<file path="config.mk">
export PLATFORM = sky130hd
export DESIGN_NAME = bs_gnrtr_n_rbtr
export DESIGN_NICKNAME = d
export VERILOG_FILES = /design/src/rtl/bus_pkg.sv /design/src/rtl/rr_arbiter.sv /design/src/rtl/bs_gnrtr_n_rbtr.sv
export SDC_FILE = /design/constraint.sdc
export NUM_CORES = 1
export LEC_CHECK = 0
export ABC_CLOCK_PERIOD_IN_PS = 4380
export CAP_MARGIN = 20
export CORE_ASPECT_RATIO = 1.1
export CORE_MARGIN = 3
export CORE_UTILIZATION = 42
export CTS_CLUSTER_SIZE = 12
export DETAILED_ROUTE_END_ITERATION = 8
export GPL_TIMING_DRIVEN = 0
export PLACE_DENSITY = 0.95
export SLEW_MARGIN = 20
export SYNTH_ARGS = -nofsm -noshare
export SYNTH_HDL_FRONTEND = slang
export SYNTH_HIERARCHICAL = 1
export SYNTH_SLANG_ARGS = --single-unit
export TNS_END_PERCENT = 30
</file>
<file path="constraint.sdc">
create_clock -name clk -period 4.38 [get_ports clk]
set_clock_uncertainty 0.05 [all_clocks]
set_input_delay 0.876 -clock clk [delete_from_list [all_inputs] [get_ports clk]]
set_output_delay 0.876 -clock clk [all_outputs]
set_load 0.01 [all_outputs]
</file>
<file path="src/rtl/bus_pkg.sv">
// rtl/bus_pkg.sv - shared constants and FSM state type for the bus generator/arbiter
package bus_pkg;

    localparam int ID_W = 8;
    localparam logic [ID_W-1:0] BCAST_DEF = 8'hFF;

    typedef enum logic [1:0] {
        IDLE = 2'd0,
        POP  = 2'd1,
        PUSH = 2'd2
    } state_t;

endpackage

</file>
<file path="src/rtl/rr_arbiter.sv">
// rtl/rr_arbiter.sv - combinational round-robin arbiter, search starts after last_grant
module rr_arbiter #(
    parameter int drvrs = 4,
    parameter int IW    = (drvrs > 1) ? $clog2(drvrs) : 1
) (
    input  logic [drvrs-1:0] req,
    input  logic [IW-1:0]    last_grant,
    output logic [drvrs-1:0] grant_oh,
    output logic [IW-1:0]    grant_idx,
    output logic             grant_vld
);

    logic [IW-1:0] cand;

    // Walk from farthest to nearest so the nearest requester after last_grant wins.
    always_comb begin
        grant_oh  = '0;
        grant_idx = '0;
        grant_vld = 1'b0;
        cand      = '0;
        for (int i = drvrs; i >= 1; i--) begin
            cand = IW'((int'(last_grant) + i) % drvrs);
            if (req[cand]) begin
                grant_oh       = '0;
                grant_oh[cand] = 1'b1;
                grant_idx      = cand;
                grant_vld      = 1'b1;
            end
        end
    end

endmodule

</file>
<file path="src/rtl/bs_gnrtr_n_rbtr.sv">
// rtl/bs_gnrtr_n_rbtr.sv - shared-bus generator: round-robin pop from drivers, unicast/broadcast push
module bs_gnrtr_n_rbtr
    import bus_pkg::*;
#(
    parameter int              bits      = 1,
    parameter int              drvrs     = 4,
    parameter int              pckg_sz   = 16,
    parameter logic [ID_W-1:0] broadcast = BCAST_DEF
) (
    input  logic                                       clk,
    input  logic                                       reset,
    input  logic [bits-1:0][drvrs-1:0]                 pndng,
    input  logic [bits-1:0][drvrs-1:0][pckg_sz-1:0]    D_pop,
    output logic [bits-1:0][drvrs-1:0]                 pop,
    output logic [bits-1:0][drvrs-1:0]                 push,
    output logic [bits-1:0][drvrs-1:0][pckg_sz-1:0]    D_push
);

    localparam int IW = (drvrs > 1) ? $clog2(drvrs) : 1;

    state_t               state_q, state_d;
    logic [IW-1:0]        grant_q, grant_d;
    logic [IW-1:0]        last_q, last_d;
    logic [drvrs-1:0]     pop_q, pop_d;
    logic [drvrs-1:0]     push_q, push_d;
    logic [pckg_sz-1:0]   pkt_q, pkt_d;

    logic [drvrs-1:0]     arb_oh;
    logic [IW-1:0]        arb_idx;
    logic                 arb_vld;
    logic [pckg_sz-1:0]   head;
    logic [ID_W-1:0]      head_id;

    rr_arbiter #(.drvrs(drvrs), .IW(IW)) u_rr_arbiter (
        .req        (pndng[0]),
        .last_grant (last_q),
        .grant_oh   (arb_oh),
        .grant_idx  (arb_idx),
        .grant_vld  (arb_vld)
    );

    assign head    = D_pop[0][grant_q];
    assign head_id = head[pckg_sz-1 -: ID_W];

    // push strobes are computed one cycle early so they leave a register in PUSH.
    always_comb begin
        state_d = state_q;
        grant_d = grant_q;
        last_d  = last_q;
        pkt_d   = pkt_q;
        pop_d   = '0;
        push_d  = '0;
        case (state_q)
            IDLE: begin
                if (arb_vld) begin
                    state_d = POP;
                    grant_d = arb_idx;
                    last_d  = arb_idx;
                    pop_d   = arb_oh;
                end
            end
            POP: begin
                state_d = PUSH;
                pkt_d   = head;
                if (head_id == broadcast) begin
                    push_d          = '1;
                    push_d[grant_q] = 1'b0;
                end else if (head_id < ID_W'(drvrs)) begin
                    push_d[head_id[IW-1:0]] = 1'b1;
                end
            end
            PUSH: begin
                state_d = IDLE;
            end
            default: begin
                state_d = IDLE;
            end
        endcase
    end

    always_ff @(posedge clk or negedge reset) begin
        if (!reset) begin
            state_q <= IDLE;
            grant_q <= '0;
            last_q  <= IW'(drvrs - 1);
            pkt_q   <= '0;
            pop_q   <= '0;
            push_q  <= '0;
        end else begin
            state_q <= state_d;
            grant_q <= grant_d;
            last_q  <= last_d;
            pkt_q   <= pkt_d;
            pop_q   <= pop_d;
            push_q  <= push_d;
        end
    end

    assign pop[0]    = pop_q;
    assign push[0]   = push_q;
    assign D_push[0] = {drvrs{pkt_q}};

    for (genvar b = 1; b < bits; b++) begin : g_idle_inst
        assign pop[b]    = '0;
        assign push[b]   = '0;
        assign D_push[b] = '0;
    end

endmodule

</file>
# [Word-level counts from Yosys, hierarchy flattened]
# Cells that the tools add are included.
[classes] eq_ne=3 n_bitwise=1 add_sub_neg=4 div_mod_pow=0 mul=0 magnitude_cmp=13 n_shift=0 reduce_logical=8 n_mux=41
[op_table] cell="$mux 4" count=9
[op_table] cell="$bmux 16 s2" count=1
[op_table] cell="$lt 2x3->1 const B" count=6
[op_table] cell="$mux 16" count=1
[op_table] cell="$mux 1" count=14
[op_table] cell="$demux 1 s2" count=6
[op_table] cell="$ge 2x1->1 const B" count=6
[op_table] cell="$mux 2" count=5
[op_table] cell="$bmux 1 s2" count=4
[op_table] cell="$eq 8x8->1 const B" count=1
[op_table] cell="$lt 8x3->1 const B" count=1
[op_table] cell="$logic_and 1x1->1" count=6
[op_table] cell="$add 2x1->2 const B" count=2
[op_table] cell="$add 2x2->2 const B" count=2
[op_table] cell="$not 4->4" count=1
[op_table] cell="$pmux 2 s2" count=1
[op_table] cell="$eq 2x1->1 const B" count=1
[op_table] cell="$logic_not 2->1" count=1
[op_table] cell="$ne 2x2->1 const B" count=1
[op_table] cell="$reduce_and 2->1" count=1
[totals] memories=0 latchBits=0 ramBits=0 elab_cells=76 ff_bits=30 out_inout_bits=72 romBits=0 in_bits=70

# [Logic depth before layout (Yosys ltp)]
# Gate-level depths: netlist (run 1).
[depth] ltp_word=11 depth_mapped=10 depth_no_buf=8

# [Cells and area by module]
# The synthesis (run 1) kept the hierarchy.
[by_module_without_submodules] module="bs_gnrtr_n_rbtr" instances=1 area_each_um2=1916.8 seq_area_each_um2=753.2 cells_each=184
[by_module_without_submodules] module="rr_arbiter" instances=1 area_each_um2=539.3 seq_area_each_um2=0.0 cells_each=69

# [Least setup slack after synthesis (run 1)]
# No wires, ideal clock.
[synth_path] kind="register to register" from="register last_q[0]" to="register pop_q[1] (netlist: pop[1])" required_ns=4.211 period_less_slack_ns=2.515 slack_ns=1.865 stages_incl_launch_ff=9 setup_ns=0.119 t_arrival_ns=2.346 path_buffers=2 cell_sequence="dfstp_2 buf_2 inv_1 ha_1 buf_6 mux2_2 mux2i_1 a31oi_1 and2_1"
[synth_via] elab_chain_cells=11 word_cells_on_any_way=42 classes_between="add/sub: 4; order compare: 8; mux: 26; reduce/logical: 4"
[synth_lines] element="from (decl)" line="bs_gnrtr_n_rbtr.sv:23" text="logic [IW-1:0] last_q, last_d;"
[synth_lines] element="from (signal assigned)" line="bs_gnrtr_n_rbtr.sv:85" text="last_q <= IW'(drvrs - 1);"
[synth_lines] element="from (signal assigned)" line="bs_gnrtr_n_rbtr.sv:92" text="last_q <= last_d;"
[synth_lines] element="$add 2x1->2" line="rr_arbiter.sv:22" text="cand = IW'((int'(last_grant) + i) % drvrs);"
[synth_lines] element="$lt 2x3->1 (implied by the code) / $ge 2x1->1 (equally long branches)" line="rr_arbiter.sv:25" text="grant_oh[cand] = 1'b1;"
[synth_lines] element="$logic_and 1x1->1 (implied by the code)" line="rr_arbiter.sv:25"
[synth_lines] element="$mux 1 (implied by the code)" line="rr_arbiter.sv:25"
[synth_lines] element="$demux 1 s2"
[synth_lines] element="$mux 4 (3 in a row)" line="rr_arbiter.sv:23" text="if (req[cand]) begin"
[synth_lines] element="$mux 4 (*)" line="rr_arbiter.sv:23"
[synth_lines] element="named net arb_oh[1]" line="bs_gnrtr_n_rbtr.sv:28" text="logic [drvrs-1:0] arb_oh;"
[synth_lines] element="$mux 4 (*)" line="bs_gnrtr_n_rbtr.sv:55" text="if (arb_vld) begin"
[synth_lines] element="$mux 4 (*)" line="bs_gnrtr_n_rbtr.sv:53" text="case (state_q)"
[synth_lines] element="named net pop_d[1]" line="bs_gnrtr_n_rbtr.sv:24" text="logic [drvrs-1:0] pop_q, pop_d;"
[synth_lines] element="to (signal assigned)" line="bs_gnrtr_n_rbtr.sv:94" text="pop_q <= pop_d;"
[synth_lines] element="to (decl)" line="bs_gnrtr_n_rbtr.sv:24"
# Mark *: on every way through the listed nets, which the timed path passes. The rest lies on a longest branch. The select of a mux whose other input is x is not followed.
# A chain may end at the register's enable or synchronous reset.

# [Final worst setup path (run 1)]
# Ends and elaborated chain as after synthesis.

==> impl_metrics.py, run 1 <==
metrics = {
    "floorplan": {
        "die_w_um": 78.91,
        "die_area_um2": 6802,
        "boundaryPins": 142,
        "coreArea_um2": 5535,
        "rows": 28,
        "start_util_pct": 44.37,
        "fp.dieH_um": 86.21,
    },
    "grt": {
        "grt_usage_pct": 23.15,
        "grt_pass1_wl_um": 12190,
        "overflow": 0,
        "first_global_vias": 2408,
        "antenna_found_initial": 1,
        "grt_max_degree": 31,
    },
    "min_path": {
        "min_from": "pkt_q[8]$_DFFE_PN0P_",
        "hold_class": "flop to flop",
        "hold_end": "pkt_q[8]$_DFFE_PN0P_",
        "hold_depth": 2,
    },
    "synth": {
        "ys_seq_area_share_pct": 30.67,
        "syn_nets": 329,
        "netlist_area_um2": 2456,
        "synth_top_flop_cell": "dfrtp_1",
        "synth_top_family_by_area": "multiplexers",
        "synthXorXnorAreaFrac_pct": 0.3566,
        "synth_compound_area_share_pct": 9.068,
        "synth_fa_ha_area_share_pct": 3.057,
        "ys_async_sr_fraction_pct": 100.0,
        "synth.distinct_cells": 41,
        "synth.avg_cell_area_um2": 9.708,
        "ys_seq_elements": 30,
        "synth_edf_count": 0,
        "synth-simple-area-share_pct": 16.71,
        "synthMuxAreaShare_pct": 20.22,
        "ys.warnings.count": 6,
        "netlist_instances": 253,
    },
    "power": {
        "p_int_mw": 1.780,
        "power_frac_seq_pct": 18.3,
        "pwr-share-clk_pct": 8.9,
        "ir_drop_mv": 0.4272,
        "combPwrFrac_pct": 72.8,
        "leakage_nw": 1.761,
        "p_sw_mw": 1.137,
        "power_density_nw_per_um2": 717.5,
        "swShare_pct": 38.98,
    },
    "drt": {
        "ant_nets": 0,
        "dr_total_vias": 2432,
        "drtPass1Iterations": 5,
        "wire_per_inst_um": 16.42,
        "routed_via_density": 5.099,
        "drt_wl_total_um": 7831,
        "drc": 0,
        "drt_iter0_markers": 182,
    },
    "clock_network": {
        "clkTransAtPathRegs_ns": 0.06,
        "postCtsHoldBufs": 0,
        "cts_sinks": 30,
        "htree_num_levels": 2,
        "cts_tree": "built",
        "clk_latency_ns": 0.28,
        "cts_setup_buffers": 0,
        "cts_resized": 0,
        "cts_max_path_buffers": 2,
        "clockRootBuffer": "clkbuf_8",
        "cts_buffers": 5,
    },
    "placement": {
        "dp_hpwl_um": 6403,
        "place_inst": 469,
        "place_ws_ns": 1.515,
        "routabilityCongestion": 0.8833,
        "port_buffers": 141,
    },
    "cells_and_area": {
        "antenna_cells": 0,
        "nets": 477,
        "fin_util_pct": 73.46,
        "layout_common_cells": "140 x clkdlybuf4s50_1, 57 x nand2_1, 50 x buf_4",
        "drive_above_1_share_pct": 23.38,
        "mostFrequentLayoutCell": "clkdlybuf4s50_1",
        "area.growth.synth_to_final_pct": 65.56,
        "fin_cells": 477,
    },
    "worst_setup_path": {
        "end_kind": "flop",
        "reg2reg_from": "last_q[0]$_DFFE_PN1P_",
        "worstSetupPathType": "flop to flop",
        "startpoint_type": "flop",
        "timing.rr.end": "pop[1]$_DFF_PN0_",
        "r2r_cells": 9,
        "reg2reg_slack_ns": 1.47,
        "worstPathMaxFanout": 10,
        "cp.arrival_ns": 3.08,
        "cp.required_ns": 4.55,
    },
    "timing": {
        "setup_viol": 0,
        "layout_setup_ws_ns": 1.467,
        "finalCritPeriodShare_pct": 66.52,
        "setup-tns-final_ns": 0,
        "relSlewSlack_pct": 56.48,
        "fin_crit_ns": 2.913,
        "worst_pin_slew_ns": 0.6528,
        "fmax_mhz": 343.2,
        "fin_hold_ws_ns": 0.5111,
        "rsz0062_at_grt": "false",
        "hold_viol": 0,
        "slew_violations": 0,
    },
    "job": {
        "drv_cap": 0,
    },
    "status": {
        "outcome": "complete, no violations",
    },
}
-- layout make-up --
type / instances / area, um2
Fill cell: 401 / 1469
Timing Repair Buffer: 141 / 1406
Multi-Input combinational cell: 152 / 1214
Sequential cell: 30 / 753.2
Buffer: 63 / 459.2
Clock buffer: 8 / 110.1
Tap cell: 75 / 93.84
Inverter: 8 / 30.03
-- per-stage QoR --
step / power (mW) / cell area [um2]
floorplan: 1.770 / 2456
global placement: 2.572 / 3961
detailed placement: 2.662 / 3956
CTS: 2.927 / 4066
global route: 3.108 / 4066
finish: 2.918 / 4066
-- sequential cells by signal, indices dropped and copies added, names as in the netlist --
name and count:
state_q 2, push 4, last_q 2, pop 4
grant_q 2, pkt_q 16
-- power by group through the flow --
stage | sequential (mW) | clock, mW | combinational, mW
after floorplan | 0.547 | 0 | 1.22
after global placement | 0.529 | 0 | 2.04
after detailed placement | 0.542 | 0 | 2.12
after CTS | 0.539 | 0.262 | 2.13
after global routing | 0.557 | 0.278 | 2.27
final | 0.534 | 0.259 | 2.12
-- routing by layer --
layer | vias to the layer above | global-route usage (%) | part of all wire [%]
li1 | 1140 | - | -
met1 | 1176 | 24.97 | 36
met2 | 100 | 44.09 | 56
met3 | 14 | 5.613 | 5.8
met4 | 2 | 7.656 | 1.8
met5 | - | 0 | 0.17
-- logic make-up after synthesis --
kind of cell / Yosys count
adders and majority gates: 6
and+or+nand+nor: 88
xor gates and xnor gates: 1
buffers and inverters: 71
muxes: 25
AOI/OAI and AO/OA: 32
DFF: 30
-- synthesized netlist by cell type, types with 3 or more instances --
cell type,count,area (um2)
buf_2,4,20.02
ha_1,6,75.07
mux2_2,5,56.30
nand4_1,6,37.54
buf_6,4,45.04
inv_1,7,26.28
and2_1,4,25.02
dfrtp_1,28,700.7
a22oi_1,4,30.03
o21ai_0,10,50.05
a31oi_1,4,25.02
mux4_1,4,105.1
nand2_1,57,214.0
nand2b_1,4,25.02
mux4_2,14,315.3
buf_4,50,375.4
nor2_1,6,22.52
clkbuf_1,3,11.26
-- worst max path at each step --
stage	depth (start not counted)	endpoint	start	slack, ns
6_report	9	pop[1]$_DFF_PN0_	last_q[0]$_DFFE_PN1P_	1.47
5_1_grt	9	pop[1]$_DFF_PN0_	last_q[0]$_DFFE_PN1P_	1.30
4_1_cts	9	pop[1]$_DFF_PN0_	last_q[0]$_DFFE_PN1P_	1.50
3_5_place_dp	9	pop[1]$_DFF_PN0_	last_q[0]$_DFFE_PN1P_	1.52
3_3_place_gp	7	grant_q[0]$_DFFE_PN0P_	pndng[3]	1.60
2_1_floorplan	8	pop[1]$_DFF_PN0_	last_q[0]$_DFFE_PN1P_	1.87
-- critical path, stage by stage, from the launching register on --
cell and delay (ns):
dfstp_2 0.63, buf_2 0.27, inv_1 0.16, ha_1 0.36, buf_6 0.16, mux2_2 0.34, mux2i_1 0.48, nor2_1 0.12
a31oi_1 0.15, and2_1 0.13
Power figures use the tool's default switching activity.
==> inputs of run 2 (changes only) <==
--- a/config.mk
+++ b/config.mk
@@ -5,15 +5,15 @@
 export SDC_FILE = /design/constraint.sdc
 export NUM_CORES = 1
 export LEC_CHECK = 0
-export ABC_CLOCK_PERIOD_IN_PS = 4380
+export ABC_CLOCK_PERIOD_IN_PS = 2900
 export CAP_MARGIN = 20
 export CORE_ASPECT_RATIO = 1.1
 export CORE_MARGIN = 3
-export CORE_UTILIZATION = 42
+export CORE_UTILIZATION = 39
 export CTS_CLUSTER_SIZE = 12
 export DETAILED_ROUTE_END_ITERATION = 8
 export GPL_TIMING_DRIVEN = 0
-export PLACE_DENSITY = 0.95
+export PLACE_DENSITY = 0.91
 export SLEW_MARGIN = 20
 export SYNTH_ARGS = -nofsm -noshare
 export SYNTH_HDL_FRONTEND = slang
==> constraint.sdc (replaced) <==
create_clock -name clk -period 2.9 [get_ports clk]
set_clock_uncertainty 0.05 [all_clocks]
set_input_delay 0.58 -clock clk [delete_from_list [all_inputs] [get_ports clk]]
set_output_delay 0.58 -clock clk [all_outputs]
set_load 0.01 [all_outputs]
==> impl_metrics.py, run 2 (same netlist as run 1, synthesis figures left out) <==
metrics = {
    "floorplan": {
        "boundaryPins": 142,
        "fp.dieH_um": 89.23,
        "die_w_um": 81.67,
        "coreArea_um2": 5951,
        "rows": 29,
        "start_util_pct": 41.27,
        "die_area_um2": 7287,
    },
    "timing": {
        "fin_hold_ws_ns": 0.2820,
        "fin_crit_ns": 2.722,
        "slew_violations": 0,
        "worst_pin_slew_ns": 0.6681,
        "rsz0062_at_grt": "false",
        "hold_viol": 0,
        "finalCritPeriodShare_pct": 93.87,
        "fmax_mhz": 367.3,
        "relSlewSlack_pct": 55.46,
        "setup-tns-final_ns": 0,
        "setup_viol": 0,
    },
    "cells_and_area": {
        "fin_cells": 479,
        "largest_register_ffs": 16,
        "drive_above_1_share_pct": 23.88,
        "fin_util_pct": 68.69,
        "area.growth.synth_to_final_pct": 66.43,
        "nets": 477,
        "layout_common_cells": "140 x clkdlybuf4s50_1, 57 x nand2_1, 51 x buf_4",
        "largest-register": "pkt_q",
        "antenna_cells": 0,
        "mostFrequentLayoutCell": "clkdlybuf4s50_1",
    },
    "worst_setup_path": {
        "critPathCapture": "pop[1]$_DFF_PN0_",
        "startpoint_type": "flop",
        "timing.rr.end": "pop[1]$_DFF_PN0_",
        "reg2reg_from": "last_q[0]$_DFFE_PN1P_",
        "startpoint": "last_q[0]$_DFFE_PN1P_",
        "r2r_cells": 9,
        "end_kind": "flop",
        "cp.required_ns": 3.06,
        "worstSetupPathType": "flop to flop",
        "reg2reg_slack_ns": 0.18,
        "cp.arrival_ns": 2.89,
        "worstPathMaxFanout": 10,
    },
    "drt": {
        "dr_total_vias": 2350,
        "ant_nets": 0,
        "wire_per_inst_um": 15.27,
        "drc": 0,
        "drt_wl_total_um": 7314,
        "routed_via_density": 4.906,
        "drt_iter0_markers": 120,
        "drtPass1Iterations": 4,
    },
    "job": {
        "drv_cap": 0,
    },
    "power": {
        "combPwrFrac_pct": 72.9,
        "p_int_mw": 2.714,
        "pwr-share-clk_pct": 9.0,
        "ir_drop_mv": 0.5193,
        "leakage_nw": 1.761,
        "p_sw_mw": 1.680,
        "power_density_nw_per_um2": 1075,
        "power_frac_seq_pct": 18.1,
        "swShare_pct": 38.23,
    },
    "clock_network": {
        "cts_max_path_buffers": 2,
        "clkTransAtPathRegs_ns": 0.07,
        "cts_resized": 0,
        "cts_buffers": 5,
        "cts_sinks": 30,
        "postCtsHoldBufs": 0,
        "clockRootBuffer": "clkbuf_8",
        "clk_latency_ns": 0.28,
        "cts_tree": "built",
        "cts_setup_buffers": 0,
        "htree_num_levels": 2,
    },
    "placement": {
        "place_inst": 471,
        "port_buffers": 141,
        "dp_hpwl_um": 5992,
        "routabilityCongestion": 0.8798,
    },
    "grt": {
        "use_met1_pct": 21.60,
        "first_global_vias": 2222,
        "grt_usage_pct": 19.37,
        "met2_usage_pct": 36.74,
        "top_usage_layer": "met2",
        "antenna_found_initial": 0,
        "grt_max_degree": 31,
        "gr-usage-met3_pct": 3.528,
        "grt_pass1_wl_um": 10710,
        "overflow": 0,
    },
    "min_path": {
        "hold_class": "input pin to async pin",
    },
    "status": {
        "outcome": "complete, no violations",
    },
}
-- run 2: cell types whose count changed in the layout (fill, tap and decap cells not counted) --
cell | previous run | this run
mux2i_4 | 0 | 1
buf_4 | 50 | 51
mux2i_1 | 2 | 0
mux2i_2 | 0 | 1
buf_2 | 5 | 4
-- run 2: cell type report --
class                   instances  area [um2]
plain buffers                  63       461.7
inverters                       8       30.03
repair buffers                141        1406
fillers                       455        1863
well taps                      77       96.34
multi-input cells             152        1230
flip-flops and latches         30       753.2
clock buffers                   8       110.1
-- run 2: critical path, cell delays in order (launching register included) --
cell	delay (ns)
dfstp_2	0.63
buf_4	0.23
inv_1	0.15
ha_1	0.35
buf_6	0.15
mux2_2	0.36
mux2i_2	0.27
nand4_1	0.14
a31oi_1	0.18
and2_1	0.15
-- run 2: power by group through the flow --
stage                     registers, mW  clock network, mW  logic (mW)
after floorplan                   0.826                  0        1.85
final                             0.795              0.394        3.20
after global routing              0.838              0.420        3.45
after detailed placement          0.810                  0        3.16
after CTS                         0.802              0.400        3.17
after global placement            0.795                  0        3.08
-- run 2: per-stage QoR --
| stage | power [mW] | setup slack [ns] | cell area, um2 |
|---|---|---|---|
| final | 4.394 | 0.1777 | 4088 |
| after global routing | 4.704 | 0.004467 | 4088 |
| after CTS | 4.376 | 0.03966 | 4069 |
| after detailed placement | 3.973 | 0.05469 | 3959 |
| after global placement | 3.876 | 0.1359 | 3964 |
| after floorplan | 2.673 | 0.3854 | 2456 |
-- run 2: how the worst min path moves through the flow --
stage                                from                     end  slack [ns]  cells past startpoint
floorplan                           reset  grant_q[0]$_DFFE_PN0P_        0.23                      0
global placement     pkt_q[1]$_DFFE_PN0P_    pkt_q[1]$_DFFE_PN0P_        0.48                      2
detailed placement  pkt_q[10]$_DFFE_PN0P_   pkt_q[10]$_DFFE_PN0P_        0.49                      2
CTS                                 reset       push[3]$_DFF_PN0_        0.29                      1
global route                        reset    pkt_q[1]$_DFFE_PN0P_        0.33                      1
finish                              reset       push[1]$_DFF_PN0_        0.28                      1
-- run 2: metal layers --
layer	wire length (um)	up-vias
li1	-	1146
met1	2638	1089
met2	4032	109
met3	553	6
met4	90	0
met5	0	-
